<file path="src/rtl/tbuf_arb_pkg.sv">
// Shared types and helpers for the tri-state bus arbiter.
//   arb_state_t : arbiter FSM state
//   onehot()    : index -> one-hot vector (up to MAX_N drivers)
package tbuf_arb_pkg;

  localparam int MAX_N = 16;

  // Enumerators carry an ARB_ prefix so they never collide with the TURN
  // parameter of the arbiter that imports this package.
  typedef enum logic [1:0] {
    ARB_IDLE  = 2'd0,
    ARB_DRIVE = 2'd1,
    ARB_TURN  = 2'd2
  } arb_state_t;

  function automatic logic [MAX_N-1:0] onehot(input logic [3:0] idx);
    logic [MAX_N-1:0] v;
    v      = '0;
    v[idx] = 1'b1;
    return v;
  endfunction

endpackage

</file>
<file path="src/rtl/rr_pick.sv">
// Combinational round-robin picker.
//   req   : request vector
//   ptr   : highest-priority index; priority then ascends with wrap
//   valid : some request is set
//   idx   : winning index
module rr_pick #(
  parameter int N = 4
) (
  input  logic [N-1:0]         req,
  input  logic [$clog2(N)-1:0] ptr,
  output logic                 valid,
  output logic [$clog2(N)-1:0] idx
);

  localparam int W = $clog2(N);

  always_comb begin
    int j;
    valid = 1'b0;
    idx   = '0;
    j     = 0;
    for (int i = 0; i < N; i++) begin
      // Explicit wrap, so N need not be a power of two.
      j = int'(ptr) + i;
      if (j >= N) j = j - N;
      if (!valid && req[j]) begin
        valid = 1'b1;
        idx   = W'(j);
      end
    end
  end

endmodule

</file>
<file path="src/rtl/tbuf_bus_arbiter.sv">
// Round-robin arbiter and break-before-make enable sequencer for a shared
// TBUF-driven bus.
//   clk, rst_n : clock, async active-low reset
//   req        : level request per requester
//   gnt, en    : one-hot grant / TBUF enable (same flop, glitch-free)
//   owner      : current or last owner index
//   busy       : a driver is enabled
//   turn       : turnaround dead cycle in progress
//
// state     | meaning
// ARB_IDLE  | no owner, all enables low, arbitrate every cycle
// ARB_DRIVE | owner's enable high, hold_cnt counting
// ARB_TURN  | all enables low for TURN cycles, arbitrate on the last one
module tbuf_bus_arbiter
  import tbuf_arb_pkg::*;
#(
  parameter int N        = 4,
  parameter int TURN     = 1,
  parameter int MAX_HOLD = 8
) (
  input  logic                 clk,
  input  logic                 rst_n,
  input  logic [N-1:0]         req,
  output logic [N-1:0]         gnt,
  output logic [N-1:0]         en,
  output logic [$clog2(N)-1:0] owner,
  output logic                 busy,
  output logic                 turn
);

  localparam int W  = $clog2(N);
  localparam int HW = (MAX_HOLD > 0) ? $clog2(MAX_HOLD + 1) : 1;
  localparam int TW = $clog2(TURN + 1);

  arb_state_t    state_q, state_d;
  logic [N-1:0]  gnt_q, gnt_d;
  logic [W-1:0]  owner_q, owner_d;
  logic [W-1:0]  ptr_q, ptr_d;
  logic [HW-1:0] hold_q, hold_d;
  logic [TW-1:0] tcnt_q, tcnt_d;
  logic          busy_q, busy_d;
  logic          turn_q, turn_d;

  logic          pick_valid;
  logic [W-1:0]  pick_idx;
  logic          others;
  logic          release_now;

  rr_pick #(.N(N)) u_pick (
    .req   (req),
    .ptr   (ptr_q),
    .valid (pick_valid),
    .idx   (pick_idx)
  );

  // In DRIVE gnt_q is exactly onehot(owner), so masking with it leaves the
  // competing requests.
  assign others = |(req & ~gnt_q);

  // hold_cnt saturates at MAX_HOLD-1, so a late competitor against a long
  // solitary holder still triggers the forced release immediately.
  assign release_now = !req[owner_q] ||
                       ((MAX_HOLD != 0) && (hold_q == HW'(MAX_HOLD - 1)) && others);

  always_comb begin
    state_d = state_q;
    gnt_d   = gnt_q;
    owner_d = owner_q;
    ptr_d   = ptr_q;
    hold_d  = hold_q;
    tcnt_d  = tcnt_q;
    unique case (state_q)
      ARB_IDLE: begin
        if (pick_valid) begin
          state_d = ARB_DRIVE;
          gnt_d   = N'(onehot(4'(pick_idx)));
          owner_d = pick_idx;
          hold_d  = '0;
        end
      end
      ARB_DRIVE: begin
        if (release_now) begin
          state_d = ARB_TURN;
          gnt_d   = '0;
          ptr_d   = (owner_q == W'(N - 1)) ? '0 : W'(owner_q + 1'b1);
          hold_d  = '0;
          tcnt_d  = '0;
        end else if ((MAX_HOLD != 0) && (hold_q != HW'(MAX_HOLD - 1))) begin
          hold_d = HW'(hold_q + 1'b1);
        end
      end
      ARB_TURN: begin
        if (tcnt_q == TW'(TURN - 1)) begin
          tcnt_d = '0;
          if (pick_valid) begin
            state_d = ARB_DRIVE;
            gnt_d   = N'(onehot(4'(pick_idx)));
            owner_d = pick_idx;
            hold_d  = '0;
          end else begin
            state_d = ARB_IDLE;
          end
        end else begin
          tcnt_d = TW'(tcnt_q + 1'b1);
        end
      end
      default: begin
        state_d = ARB_IDLE;
        gnt_d   = '0;
      end
    endcase
    busy_d = (state_d == ARB_DRIVE);
    turn_d = (state_d == ARB_TURN);
  end

  always_ff @(posedge clk or negedge rst_n) begin
    if (!rst_n) begin
      state_q <= ARB_IDLE;
      gnt_q   <= '0;
      owner_q <= '0;
      ptr_q   <= '0;
      hold_q  <= '0;
      tcnt_q  <= '0;
      busy_q  <= 1'b0;
      turn_q  <= 1'b0;
    end else begin
      state_q <= state_d;
      gnt_q   <= gnt_d;
      owner_q <= owner_d;
      ptr_q   <= ptr_d;
      hold_q  <= hold_d;
      tcnt_q  <= tcnt_d;
      busy_q  <= busy_d;
      turn_q  <= turn_d;
    end
  end

  assign gnt   = gnt_q;
  assign en    = gnt_q;
  assign owner = owner_q;
  assign busy  = busy_q;
  assign turn  = turn_q;

endmodule

</file>
<file path="config.mk">
export PLATFORM = sky130hd
export DESIGN_NAME = tbuf_bus_arbiter
export DESIGN_NICKNAME = d
export VERILOG_FILES = /design/src/rtl/tbuf_arb_pkg.sv /design/src/rtl/rr_pick.sv /design/src/rtl/tbuf_bus_arbiter.sv
export SDC_FILE = /design/constraint.sdc
export NUM_CORES = 1
export LEC_CHECK = 0
export ABC_AREA = 1
export CAP_MARGIN = 25
export CORE_MARGIN = 2
export CORE_UTILIZATION = 50
export DETAILED_ROUTE_END_ITERATION = 8
export MAX_ROUTING_LAYER = met4
export PLACE_DENSITY = 0.82
export RECOVER_POWER = 100
export SETUP_SLACK_MARGIN = 0.5
export SLEW_MARGIN = 25
export SYNTH_ARGS = -nofsm -noshare
export SYNTH_HDL_FRONTEND = slang
export SYNTH_HIERARCHICAL = 1
export SYNTH_SLANG_ARGS = --single-unit
</file>
<file path="constraint.sdc">
create_clock -name clk -period 5.3 [get_ports clk]
set_input_delay 1.06 -clock clk [delete_from_list [all_inputs] [get_ports clk]]
set_output_delay 1.06 -clock clk [all_outputs]
set_load 0.01 [all_outputs]
</file>
==> results.yml, run 1 <==
status:
  status: "finished clean"
yosys:
  synth_seq_area_share: 0.319
  synth_cells: 176
  synth_nets: 184
  syn_avg_cell_area_um2: 7.13
  ys_types: 25
  synthesis.area_um2: 1250
  yosys_warnings: 6
  ys_ff_latch: 16
clocking:
  clock_path_buffers: 2
  clk_latency_ps: 290
  path_clk_slew_ps: 90
  ctsHoldBuffers: 0
  root_buffer: "clkbuf_4"
  cts_tree: "built"
  clkSinkCount: 16
  cts_buffers: 3
  htree_num_levels: 1
  post_cts_buffers: 0
  ctsResizeCount: 0
finish:
  drive_gt1_frac: 0.183
  num_antenna_cells: 0
  area_delta_synth_final_pct: 12.3
  nNetsFinal: 201
drt:
  avgRoutedWirePerCell_um: 11.5
  drt_wl_total_um: 2540
  routed-via-count: 1121
  drtAntennaViolNets: 0
  vias_per_cell: 5.07
  detail_route.first_pass.iterations: 4
  drt-initial-drc-count: 24
  drc: 0
worst_hold_path:
  min_path_type: "flop to flop"
floorplan:
  ioPinCount: 18
  start_util: 0.516
  coreArea_um2: 2430
  die_h_um: 54.1
  dieWidth_um: 54.1
  rows: 18
  fp.dieArea_um2: 2930
power:
  p_seq_frac: 0.283
  swShare: 0.522
  p_clk_frac: 0.079
  p_comb_frac: 0.638
  p_switching_uw: 422
  ir_worst_vdd_uv: 356
  p_per_area_nw_per_um2: 574
  p_int_uw: 386
  leakage_uw: 0.000801
grt:
  grt_max_degree: 17
  grt_pass1_wl_um: 4350
  grt_pass1_vias: 1054
  grt_overflow: 0
  antenna_found_initial: 0
  grt_util_all_layers: 0.217
worst_setup_path:
  worstPathRequired_ps: 5540
  cp_num_buf_inv: 4
  worst_path_most_repeated_cell: "nand2_1"
  cp-start-kind: "input pin"
  slowest_delay_ps: 600
  path_max_fanout: 5
  crit_arrival_ps: 3110
  cp_top_family: "simple AND/OR/NAND/NOR gates"
  crit_chain: "dlygate4sd3_1 > inv_1 > nand2_2 > nand3_1 > nand2_1 > nor2_1 > nand3b_1 > inv_1 > nor2_1 > inv_1 > nand2_2 > nand2_1 > nand2_1 > nand2_1"
  cpMaxStageDelayCell: "dlygate4sd3_1"
  endpoint_kind: "flop"
  setup.worst_path.class: "input pin to flop"
placed_design:
  port_buffers: 17
  gp_congestion: 0.945
  hpwl_um: 2040
run:
  cap_viol_max_count: 0
timing:
  finalMaxSlewViolations: 0
  finalCritPeriodShare: 0.542
  fin_tns_setup_ps: 0
  fin_worst_skew_ps: 2.47
  fin_crit_ps: 2870
  tightest_slew_ps: 700
  fmax_mhz: 348
  setup_violations: 0
  rsz0062_at_grt: "no"
  hold_viol: 0
  holdWs_ps: 521
  slew_headroom: 0.532
==> cells in the final DEF, fill, tap and decap left out, types with 2 or more instances in the layout <==
| cell type | n |
|---|---|
| nor2_1 | 4 |
| dfrtp_1 | 16 |
| nand2_2 | 16 |
| clkbuf_4 | 3 |
| nand3_2 | 2 |
| nand2_1 | 60 |
| inv_2 | 4 |
| o21ai_1 | 2 |
| clkdlybuf4s50_1 | 3 |
| o21ai_0 | 2 |
| dlygate4sd3_1 | 14 |
| ha_1 | 2 |
| nand2_4 | 2 |
| nand3_1 | 13 |
| nor3_1 | 4 |
| inv_1 | 27 |
| or2_2 | 2 |
| nand4_1 | 7 |
==> power by group through the flow <==
stage,combinational (uW),sequential (uW),clock (uW)
2_1_floorplan,431,225,0
3_3_place_gp,533,231,0
3_5_place_dp,552,233,0
4_1_cts,555,231,66.0
5_1_grt,589,239,68.8
6_report,515,229,64.0
==> per-layer routing <==
| metal | global-route usage | vias up | wire, um |
|---|---|---|---|
| li1 | - | 572 | - |
| met1 | 0.247 | 514 | 1100 |
| met2 | 0.364 | 31 | 1290 |
| met3 | 0.0500 | 4 | 119 |
| met4 | 0.0958 | 0 | 39 |
| met5 | - | - | 0 |
==> registers in the layout (all words and copies together) (netlist names) <==
name	flops
owner	2
state_q	2
hold_q	4
ptr_q	2
en	4
turn	1
busy	1
==> final timing paths <==
kind,from,endpoint,slack [ps],cells past startpoint
worst max-delay path,req[3],hold_q[2],2430,14
worst min-delay path,en[1],en[1],520,2
worst max register to register,ptr_q[0],hold_q[2],3030,13
worst min register to register,en[1],en[1],520,2
max in group asynchronous,rst_n,ptr_q[0],3610,1
min in group asynchronous,rst_n,en[2],1250,1
==> logic make-up (layout without fill, tap and decap cells) <==
| kind of cell | count (synthesis) | in the layout | synth area share |
|---|---|---|---|
| adders and majority gates | 2 | 2 | 0.0199 |
| DFF | 16 | 16 | 0.319 |
| AOI/OAI and AO/OA | 7 | 7 | 0.0399 |
| and+or+nand+nor | 115 | 115 | 0.496 |
| buffers and inverters | 36 | 51 | 0.126 |
==> Yosys cell counts, drive strengths merged <==
| cell | count | area share |
|---|---|---|
| nand2 | 78 | 0.30 |
| nand4 | 7 | 0.035 |
| o21ai | 6 | 0.036 |
| or2 | 2 | 0.010 |
| nand3b | 1 | 0.0060 |
| nand3 | 16 | 0.086 |
| dfrtp | 16 | 0.32 |
| nor3 | 4 | 0.016 |
| a21oi | 1 | 0.0040 |
| buf | 5 | 0.033 |
| inv | 31 | 0.093 |
| ha | 2 | 0.020 |
| nor2 | 7 | 0.048 |
==> worst reg2reg max path, delay by kind of cell (launching register included) <==
| family | cells | cell delay [ps] |
|---|---|---|
| buf+inv | 3 | 380 |
| flops | 1 | 640 |
| simple gates | 10 | 1150 |
==> stage by stage <==
step / util / cells / instance area (um2) / total power, uW / setup WS (ps)
6_report: 0.579 / 221 / 1410 / 808 / 2430
4_1_cts: 0.594 / 221 / 1440 / 853 / 2660
2_1_floorplan: - / 176 / 1250 / 656 / 3120
3_3_place_gp: 0.584 / 218 / 1420 / 764 / 2370
5_1_grt: 0.579 / 221 / 1410 / 896 / 2170
3_5_place_dp: 0.584 / 218 / 1420 / 786 / 2350
==> layout make-up <==
class	count	area (um2)
clock buffers	3	22.5
flip-flops and latches	16	400
repair buffers	17	170
fillers	233	1020
well taps	30	37.5
inverters	31	116
multi-input cells	124	662
Note: power is estimated with default switching activity, not from simulation.
==> inputs of run 2 (changes only) <==
CORE_UTILIZATION = 48   (was 50)
PLACE_DENSITY = 0.83   (was 0.82)
clock period = 2.6 ns   (was 5.3 ns; I/O delays follow)
==> results.yml, run 2 (synthesis gave the netlist of run 1 again) <==
status:
  status: "finished clean"
clocking:
  cts_tree: "built"
  clk_latency_ps: 300
  ctsHoldBuffers: 0
  clock_path_buffers: 2
  htree_num_levels: 1
  root_buffer: "clkbuf_4"
  cts_buffers: 3
  post_cts_buffers: 0
  clkSinkCount: 16
  path_clk_slew_ps: 110
power:
  p_clk_frac: 0.096
  ir_worst_vdd_uv: 708
  p_seq_frac: 0.270
  p_int_uw: 840
  p_per_area_nw_per_um2: 1230
  p_comb_frac: 0.634
  p_switching_uw: 929
  swShare: 0.525
  leakage_uw: 0.000848
  total_power_uw: 1770
floorplan:
  rows: 18
  coreArea_um2: 2480
  ioPinCount: 18
  start_util: 0.507
  fp.dieArea_um2: 3040
  dieWidth_um: 55.1
  die_h_um: 55.1
drt:
  routed-via-count: 1175
  drtAntennaViolNets: 0
  vias_per_cell: 5.29
  detail_route.first_pass.iterations: 4
  drt_wl_total_um: 2770
  drc: 0
  avgRoutedWirePerCell_um: 12.5
  drt-initial-drc-count: 50
finish:
  area_delta_synth_final_pct: 14.8
  multi_input_comb_area_um2: 669
  final_common_cell: "nand2_1"
  final_cell_mix: "61 x nand2_1, 26 x inv_1, 16 x dfrtp_1"
  nNetsFinal: 201
  drive_gt1_frac: 0.193
  num_antenna_cells: 0
  utilization: 0.581
  layout.cells.non_filler: 222
  fillerInstances: 243
  regArea_um2: 400
worst_setup_path:
  endpoint_kind: "flop"
  cp-start-kind: "flop"
  setup.worst_path.class: "flop to flop"
  r2r_slack_ps: 450
  path_max_fanout: 12
  endpoint: "en[3]"
  worstPathRequired_ps: 2850
  reg2reg_depth: 14
  r2r_start: "ptr_q[0]"
  crit_start: "ptr_q[0]"
  crit_arrival_ps: 2400
  rr_endpoint: "en[3]"
placed_design:
  gp_congestion: 0.943
  hpwl_um: 2060
  place_inst: 218
  port_buffers: 17
grt:
  grt_pass1_vias: 1041
  grt_overflow: 0
  grt_util_all_layers: 0.212
  grt_pass1_wl_um: 4440
  antenna_found_initial: 0
  grt_max_degree: 17
timing:
  finalMaxSlewViolations: 0
  hold_viol: 0
  rsz0062_at_grt: "no"
  setup_violations: 0
  fin_crit_ps: 2150
  slew_headroom: 0.499
  fmax_mhz: 465
  fin_tns_setup_ps: 0
  finalCritPeriodShare: 0.827
  tightest_slew_ps: 750
  fin_worst_skew_ps: 15.5
run:
  cap_viol_max_count: 0
worst_hold_path:
  hold_depth: 2
  worstHoldStart: "en[1]"
  min_path_type: "flop to flop"
[run 2: cell types whose count changed in the layout (fill, tap and decap cells not counted), sizes merged]
cell / before / now
clkbuf: 3 / 4
dlygate4sd3: 14 / 13
dlymetal6s2s: 0 / 4
clkdlybuf4s50: 3 / 0
[run 2: what timing repair did]
action                                 4_1_cts  5_1_grt
setup endpoints to repair                    4        7
resized for setup                            2        6
cloned                                       0        0
endpoints found under the hold margin        0        0
[run 2: power groups by stage]
stage                     combinational (uW)  sequential, uW  clock, uW
after global routing                    1260             493        183
after detailed placement                1130             480          0
after global placement                  1080             471          0
after floorplan                          879             458          0
final                                   1120             477        170
after CTS                               1150             478        173
[run 2: cell type report]
class                   count  area share
inverters                  31      0.0808
multi-input cells         124       0.465
repair buffers             17       0.125
clock buffers               4      0.0252
well taps                  30      0.0261
flip-flops and latches     16       0.278
[run 2: how the worst min path moves through the flow]
stage | slack, ps | to
6_report | 530 | en[1]
5_1_grt | 560 | en[1]
4_1_cts | 550 | en[1]
3_5_place_dp | 530 | en[1]
3_3_place_gp | 510 | en[1]
2_1_floorplan | 220 | busy
[run 2: critical path, cell delays in order, from the launching register on]
cell	delay (ps)
dfrtp_1	650
inv_2	190
nand2_1	120
nand2_2	70
nand2_1	90
nand2_1	90
nor2_4	130
nand3_1	80
nand2_1	80
nand2_1	50
inv_1	120
inv_1	80
nor3_1	190
nand3_1	100
nand2_1	70
[run 2: routing by layer]
| metal | routed length (um) | global-route usage | vias to the layer above |
|---|---|---|---|
| li1 | - | - | 575 |
| met1 | 1180 | 0.247 | 552 |
| met2 | 1390 | 0.369 | 44 |
| met3 | 173 | 0.0484 | 4 |
| met4 | 29 | 0.0488 | 0 |
| met5 | 0 | - | - |
[run 2: stage by stage]
step | instance area, um2 | hold WS, ps | worst slack, ps
global placement | 1420 | 509 | 226
CTS | 1460 | 550 | 532
global route | 1440 | 564 | 271
finish | 1440 | 533 | 451
detailed placement | 1420 | 525 | 127
floorplan | 1250 | 224 | 908
==> inputs of run 3 (changes only) <==
CORE_UTILIZATION = 50   (was 48)
PLACE_DENSITY = 0.82   (was 0.83)
clock period = 2.2 ns   (was 2.6 ns; I/O delays follow)
==> results.yml, run 3 (synthesis gave the netlist of run 1 again) <==
status:
  status: "finished clean"
placed_design:
  post_dp_cell_area_um2: 1440
  hpwl_um: 1970
  port_buffers: 17
  pre_cts_slack_ps: -16.2
  gp_congestion: 0.905
grt:
  antenna_found_initial: 0
  grt_util_all_layers: 0.207
  grt_max_degree: 17
  grt_overflow: 0
  grt_pass1_wl_um: 4330
  grt_pass1_vias: 1067
worst_setup_path:
  endpoint_kind: "flop"
  rr_endpoint: "en[1]"
  r2r_slack_ps: 370
  path_max_fanout: 8
  worst_path_most_repeated_cell: "nand2_1"
  cp_num_buf_inv: 3
  slowest_delay_ps: 500
  worstPathRequired_ps: 2420
  cpMaxStageDelayCell: "dfrtp_1"
  crit_chain: "inv_4 > nand2_1 > nand2_4 > nand2_4 > nand2_2 > nor2_4 > nand3_2 > nand2_1 > nand2_1 > inv_1 > inv_1 > nor3_2 > nand3_1 > nand2_1"
  setup.worst_path.class: "flop to flop"
  reg2reg_depth: 14
  crit_arrival_ps: 2050
  cp_top_family: "simple AND/OR/NAND/NOR gates"
  r2r_start: "ptr_q[0]"
  cp-start-kind: "flop"
timing:
  tightest_slew_ps: 728
  hold_viol: 0
  fin_crit_ps: 1830
  fin_worst_skew_ps: 2.25
  fmax_mhz: 547
  slew_headroom: 0.513
  setup_violations: 0
  rsz0062_at_grt: "yes"
  setup_ws_ps: 373
  finalMaxSlewViolations: 0
  finalCritPeriodShare: 0.831
  fin_tns_setup_ps: 0
power:
  ir_worst_vdd_uv: 1010
  p_per_area_nw_per_um2: 1430
  p_seq_frac: 0.244
  total_power_uw: 2240
  p_clk_frac: 0.065
  leakage_uw: 0.000856
  swShare: 0.513
  p_switching_uw: 1150
  p_comb_frac: 0.691
  p_int_uw: 1090
floorplan:
  coreArea_um2: 2430
  start_util: 0.516
  rows: 18
  die_h_um: 54.1
  dieWidth_um: 54.1
  ioPinCount: 18
  fp.dieArea_um2: 2930
clocking:
  cts_tree: "built"
  clk_latency_ps: 280
  cts_buffers: 3
  path_clk_slew_ps: 80
  ctsHoldBuffers: 0
  root_buffer: "clkbuf_4"
  htree_num_levels: 1
  clkSinkCount: 16
  clock_path_buffers: 2
drt:
  detail_route.first_pass.iterations: 4
  drc: 0
  drt_wl_total_um: 2730
  avgRoutedWirePerCell_um: 11.8
  drtAntennaViolNets: 0
  routed-via-count: 1168
  drt-initial-drc-count: 36
  vias_per_cell: 5.03
finish:
  area_delta_synth_final_pct: 24.4
  fillerInstances: 219
  nNetsFinal: 212
  final_common_cell: "nand2_1"
  num_antenna_cells: 0
  drive_gt1_frac: 0.302
  final_cell_mix: "56 x nand2_1, 25 x inv_1, 15 x nand2_2, 14 x dfrtp_1, 11 x nand3_1"
  utilization: 0.642
  final_cell_area_um2: 1560
worst_hold_path:
  worstHoldStart: "en[2]"
  hold_end: "en[2]"
  hold_depth: 2
  min_path_type: "flop to flop"
run:
  cap_viol_max_count: 0
==> run 3: worst reg2reg max path, stage by stage, from the launching register on <==
cell     delay (ps)
dfrtp_1         500
inv_4           110
nand2_1         120
nand2_4          80
nand2_4          60
nand2_2          60
nor2_4          140
nand3_2          70
nand2_1          60
nand2_1          50
inv_1           110
inv_1           100
nor3_2          160
nand3_1          90
nand2_1          70
==> run 3: stage by stage <==
step / cells / hold slack, ps
floorplan: 176 / 144
global placement: 221 / 500
detailed placement: 221 / 516
CTS: 227 / 536
global route: 232 / 581
finish: 232 / 536
==> run 3: what timing repair did <==
item	in CTS	in global routing
pin swaps	0	17
buffers inserted	3	5
endpoints found under the setup margin	13	22
cloned	0	0
endpoints found under the hold margin	0	0
gates resized for setup	10	26
==> run 3: metal layers <==
layer | global-route usage | up-vias | wire length (um) | share of wire
met5 | - | - | 0 | 0
met4 | 0.0333 | 0 | 11 | 0.0040
met3 | 0.0417 | 2 | 122 | 0.045
met2 | 0.341 | 31 | 1350 | 0.50
met1 | 0.266 | 541 | 1250 | 0.46
li1 | - | 594 | - | -
==> run 3: power groups by stage <==
stage	logic, uW	registers (uW)	clock network (uW)
after global placement	1300	556	0
after global routing	1720	563	162
final	1550	546	146
after detailed placement	1340	561	0
after floorplan	1040	541	0
after CTS	1440	542	149
==> run 3: layout make-up <==
cell class,count,area (um2),area share
multi-input cells,124,724,0.464
clock buffers,3,22.5,0.0144
well taps,30,37.5,0.0240
flip-flops and latches,16,403,0.258
inverters,31,119,0.0761
repair buffers,28,255,0.163
==> run 3: worst max path at each step <==
stage | start | to | cells after the start | slack [ps]
floorplan | ptr_q[0] | hold_q[2] | 12 | 510
global placement | req[1] | hold_q[1] | 13 | 40
detailed placement | req[1] | hold_q[0] | 13 | -20
CTS | owner[0] | owner[0] | 1 | 500
global route | ptr_q[0] | en[1] | 14 | 200
finish | ptr_q[0] | en[1] | 14 | 370
